$ cat src/rtl/seg_display_pkg.sv
// seg_display_pkg: channel word field positions and shared helpers for seg_display_bank.
package seg_display_pkg;
    localparam int VAL_LSB   = 0;
    localparam int BLANK_LSB = 16;
    localparam int BLINK_BIT = 24;

    function automatic logic [31:0] STATUS_OFFSET(input int num_ch);
        return 32'(4 * num_ch);
    endfunction

    function automatic logic [6:0] blank_pattern(input bit active_low);
        return active_low ? 7'h7F : 7'h00;
    endfunction
endpackage

$ cat src/rtl/seven_seg.sv
// seven_seg: hex nibble to active-low segments, seg[6:0] = {g,f,e,d,c,b,a}.
module seven_seg (
    input  logic [3:0] hex,
    output logic [6:0] seg
);
    always_comb begin
        case (hex)
            4'h0: seg = 7'h40;
            4'h1: seg = 7'h79;
            4'h2: seg = 7'h24;
            4'h3: seg = 7'h30;
            4'h4: seg = 7'h19;
            4'h5: seg = 7'h12;
            4'h6: seg = 7'h02;
            4'h7: seg = 7'h78;
            4'h8: seg = 7'h00;
            4'h9: seg = 7'h10;
            4'hA: seg = 7'h08;
            4'hB: seg = 7'h03;
            4'hC: seg = 7'h46;
            4'hD: seg = 7'h21;
            4'hE: seg = 7'h06;
            default: seg = 7'h0E;
        endcase
    end
endmodule

$ cat src/rtl/seg_display_bank.sv
// seg_display_bank: bus-mapped bank of multi-digit hex displays with per-digit
// blanking, blink, sticky address-error status and registered readback.
module seg_display_bank
    import seg_display_pkg::*;
#(
    parameter int          NUM_CH     = 3,
    parameter int          DIGITS     = 2,
    parameter logic [31:0] BASE_ADDR  = 32'h0000_00b0,
    parameter int          BLINK_DIV  = 4,
    parameter bit          ACTIVE_LOW = 1'b1
) (
    input  logic                       clock,
    input  logic                       resetn,
    input  logic [31:0]                addr,
    input  logic [31:0]                data_in,
    input  logic                       output_write,
    input  logic                       output_read,
    output logic [31:0]                data_out,
    output logic [NUM_CH*DIGITS*7-1:0] seg_out
);
    localparam int NS = NUM_CH * DIGITS;
    localparam logic [31:0] MASK = (((32'd1 << (4 * DIGITS)) - 32'd1) << VAL_LSB)
                                 | (((32'd1 << DIGITS) - 32'd1) << BLANK_LSB)
                                 | (32'd1 << BLINK_BIT);

    logic [31:0]     regs [NUM_CH];
    logic [31:0]     off;
    logic [31:0]     rd_word;
    logic [31:0]     cnt;
    logic            phase;
    logic            err;
    logic            is_ch;
    logic            is_st;
    logic            bad;
    logic [NS*7-1:0] seg_nxt;

    assign off   = addr - BASE_ADDR;
    assign is_ch = addr >= BASE_ADDR && off[1:0] == 2'b00 && off[31:2] < 30'(NUM_CH);
    assign is_st = addr == BASE_ADDR + STATUS_OFFSET(NUM_CH);
    assign bad   = (output_write && !is_ch) || (output_read && !is_ch && !is_st);

    always_comb begin
        rd_word = '0;
        for (int i = 0; i < NUM_CH; i++)
            if (off[31:2] == 30'(i)) rd_word = regs[i];
    end

    // Decoder output is active-low; invert afterwards for active-high boards.
    for (genvar i = 0; i < NUM_CH; i++) begin : g_ch
        for (genvar j = 0; j < DIGITS; j++) begin : g_dig
            logic [6:0] raw;
            seven_seg u_dec (.hex(regs[i][VAL_LSB + 4*j +: 4]), .seg(raw));
            assign seg_nxt[(i*DIGITS + j)*7 +: 7] =
                (regs[i][BLANK_LSB + j] || (regs[i][BLINK_BIT] && phase)) ? blank_pattern(ACTIVE_LOW)
                : ACTIVE_LOW ? raw : ~raw;
        end
    end

    always_ff @(posedge clock or negedge resetn) begin
        if (!resetn) begin
            for (int i = 0; i < NUM_CH; i++) regs[i] <= '0;
            cnt      <= '0;
            phase    <= 1'b0;
            err      <= 1'b0;
            data_out <= '0;
            seg_out  <= {NS{blank_pattern(ACTIVE_LOW)}};
        end else begin
            for (int i = 0; i < NUM_CH; i++)
                if (output_write && is_ch && off[31:2] == 30'(i)) regs[i] <= data_in & MASK;
            cnt <= (cnt == 32'(BLINK_DIV - 1)) ? '0 : cnt + 32'd1;
            if (cnt == 32'(BLINK_DIV - 1)) phase <= ~phase;
            // A status read clears err, but an error on the same edge wins.
            err <= ((output_read && is_st) ? 1'b0 : err) | bad;
            if (output_read) data_out <= is_ch ? rd_word : is_st ? {31'b0, err} : '0;
            seg_out <= seg_nxt;
        end
    end
endmodule
$ cat config.mk
export PLATFORM = sky130hd
export DESIGN_NAME = seg_display_bank
export DESIGN_NICKNAME = d
export VERILOG_FILES = /design/src/rtl/seg_display_pkg.sv /design/src/rtl/seven_seg.sv /design/src/rtl/seg_display_bank.sv
export SDC_FILE = /design/constraint.sdc
export NUM_CORES = 1
export LEC_CHECK = 0
export CORE_MARGIN = 1.5
export CORE_UTILIZATION = 25
export CTS_CLUSTER_SIZE = 28
export DETAILED_ROUTE_END_ITERATION = 12
export HOLD_SLACK_MARGIN = 0.08
export PLACE_DENSITY_LB_ADDON = 0.12
export SLEW_MARGIN = 20
export SYNTH_ARGS = -nofsm -noshare
export SYNTH_HDL_FRONTEND = slang
export SYNTH_SLANG_ARGS = --single-unit
$ cat constraint.sdc
create_clock -name clock -period 2.7 [get_ports clock]
set_input_delay 0.54 -clock clock [delete_from_list [all_inputs] [get_ports clock]]
set_output_delay 0.54 -clock clock [all_outputs]
set_load 0.005 [all_outputs]
==> impl_metrics.csv <==
group,metric,value,unit
status,outcome,"complete, no violations",
finish,n_antenna_cell,0,
global_route,gr-total-overflow,0,
synthesis,synth-xor-area-share,3.96,%
clock_network,cts.sinks,120,
place,gp_congestion,0.785,
timing,setup_viol,0,
pwr,p_leak,3.70,nW
floorplan,ios,142,
floorplan,die-width,169,microns
synthesis,synthMuxAreaShare,8.11,%
timing,tightest_slew,0.683,ns
synthesis,synth-simple-area-share,18.7,%
floorplan,core_area,27000,sq um
timing,post-route-period-util,95.1,%
hold_path,hold_depth,1,
synthesis,synth_area,6860,sq um
synthesis,synth_compound_area_share,12.0,%
setup_path,crit_fanout,11,
global_route,global_route.usage.met2,19.6,%
finish,area_growth,30.5,%
synthesis,synth_largest_area_cell,"dfrtp_1",
synthesis,synth-main-ff-cell,"dfrtp_1",
detailed_routing,vias,5144,
place,place_ws,-0.374,ns
synthesis,synth_cell_types,58,
finish,fillers,2706,
place,io_buffers,99,
finish,nNetsFinal,880,
timing,min_period,2.57,ns
setup_path,endpoint_kind,"flip-flop",
timing,finalHoldViolCount,0,
timing,setup_ws,0.132,ns
clock_network,path_clk_slew,0.05,ns
synthesis,synthCells,647,
synthesis,synth_top_area_share,28.4,%
setup_path,cp-start-kind,"input pin",
hold_path,hp-class,"reg2reg",
detailed_routing,ant_nets,0,
finish,layout-drive-gt1-share,20.3,%
synthesis,ys_seq_elements,120,
synthesis,async_flop_share,100,%
pwr,finalPower,4.21,mW
global_route,grt_use_met3,3.25,%
floorplan,fp.dieArea,28400,sq um
clock_network,cts-root-buf,"clkbuf_16",
clock_network,numCtsBuffers,17,
place,dpl.hpwl,12600,microns
detailed_routing,dr.pass1.iters,4,
synthesis,synth_area_leaders,"dfrtp_1 28%, dfstp_2 16%, ha_1 6.7%",
floorplan,die_h,169,microns
clock_network,clkLatencyLatePin,0.41,ns
pwr,peakVddDrop,0.290,mV
global_route,grt_pass1_vias,5210,
timing,slew_headroom,54.5,%
setup_path,worstSetupPathType,"in2reg",
global_route,grtUsageTotal,12.4,%
detailed_routing,avgViaCountPerCell,4.56,
synthesis,avgSynthCellArea,10.6,sq um
timing,finClkSkew,0.00966,ns
global_route,met1_usage,16.8,%
timing,fmax,0.389,GHz
detailed_routing,drc,0,
setup_path,ff2ff_path_depth,5,
clock_network,cts_tree,"done",
synthesis,synth_fa_ha_area_share,6.75,%
finish,fin_area,8950,sq um
global_route,antenna_found_initial,0,
floorplan,start_util,25.5,%
place,dpl_cell_area,8350,sq um
floorplan,num_rows,60,
detailed_routing,drt_iter0_markers,217,
timing,slew_violations,0,
run,maxCapViolations,0,
setup_path,critPathRequiredTime,2.99,ns
clock_network,htreeDepth,4,
global_route,grt_pass1_wl,27700,microns
clock_network,clock_path_buffers,2,
synthesis,yosys_warnings,0,
timing,grt_setup_unrepaired,"false",
global_route,busiest_layer,"met2",
global_route,grt_max_degree,43,
synthesis,ys_seq_area_share,44.5,%
detailed_routing,routed_wl,16900,microns
pwr,power_density,471,nW/um^2
synthesis,synth_edf_count,0,
detailed_routing,wire_per_inst,15.0,microns
synthesis,synth_top_family_by_area,"simple AND/OR/NAND/NOR gates",
setup_path,crit_arrival,2.85,ns
path summary, 6_finish.rpt:
check | end | start | slack (ns)
hold / removal | cnt[31] | cnt[31] | 0.48
max in group asynchronous | seg_out[30] | resetn | 1.34
setup reg to reg | cnt[29] | cnt[11] | 0.75
min in group asynchronous | cnt[17] | resetn | 0.62
setup / recovery | regs[88] | addr[28] | 0.13
hold reg to reg | cnt[31] | cnt[31] | 0.48
layout by cell type (no fill, tap or decap), types with 12 or more instances in the layout:
master	instances
dfstp_2	42
nand2b_1	14
dfrtp_1	78
clkdlybuf4s50_1	98
mux2_4	30
nor2_1	50
nand2_1	52
a21oi_1	35
conb_1	21
ha_1	37
nand3_1	31
nand4_1	12
o211ai_1	39
and4_1	14
clkbuf_16	17
inv_1	15
o21a_1	12
buf_4	35
xnor2_1	24
layout make-up:
class | instances | area (sq um) | share of cell area, %
Clock buffer | 29 | 531 | 5.93
Tap cell | 341 | 427 | 4.77
Clock inverter | 3 | 40.0 | 0.447
Inverter | 15 | 56.3 | 0.629
Multi-Input combinational cell | 482 | 3490 | 39.0
Sequential cell | 120 | 3060 | 34.1
Timing Repair Buffer | 139 | 1350 | 15.1
per-layer routing:
metal | routed length [microns] | up-vias
met3 | 665 | 10
met4 | 165 | 0
met5 | 0 | -
li1 | - | 2530
met1 | 8150 | 2495
met2 | 7940 | 109
flip-flops by register name, summed over array words and instances, names as in the netlist:
name,flops
seg_out,42
regs,33
cnt,32
data_out,11
err,1
phase,1
stage by stage:
stage	hold slack, ns	utilization [%]	setup TNS (ns)	instances
global route	0.499	33.2	0	1129
finish	0.477	33.2	0	1129
global placement	0.474	31.0	-10.76	1095
floorplan	0.244	-	0	667
detailed placement	0.475	31.0	-13.79	1095
CTS	0.483	33.1	0	1128
synth_stat cells, drive strengths merged, types with 12 or more instances:
| master | number |
|---|---|
| a21oi | 35 |
| xnor2 | 24 |
| dfrtp | 78 |
| and4 | 15 |
| nor2 | 50 |
| clkbuf | 22 |
| o211ai | 39 |
| dfstp | 42 |
| nand2 | 52 |
| mux2 | 35 |
| buf | 28 |
| nand4 | 12 |
| nand3 | 31 |
| o21a | 12 |
| nand2b | 14 |
| ha | 37 |
| inv | 15 |
where the power goes:
| group | switching [mW] | internal (mW) |
|---|---|---|
| clock network | 0.784 | 1.41 |
| logic | 0.110 | 0.103 |
| registers | 0.0000000108 | 1.80 |
| total | 0.893 | 3.32 |
critical path, cell delays in order:
cell and delay (ns):
clkdlybuf4s50_1 0.41, or4_4 0.55, nor4_4 0.17, nand4b_1 0.26, and4b_4 0.43, buf_12 0.15
mux2_2 0.34
cell families after synthesis:
group / after synthesis
XOR/XNOR: 31
flip-flops: 120
AND/OR/NAND/NOR: 233
multiplexers: 40
AO/OA/AOI/OAI: 120
adder cells (fa/ha/maj): 37
other: 1
buffers and inverters: 65
repair_timing:
action | CTS | global route
setup buffers | 0 | 1
endpoints found under the setup margin | 0 | 33
hold buffers | 1 | 0
resized for setup | 0 | 2
endpoints found under the hold margin | 13 | 0
Power figures use the tool's default switching activity.
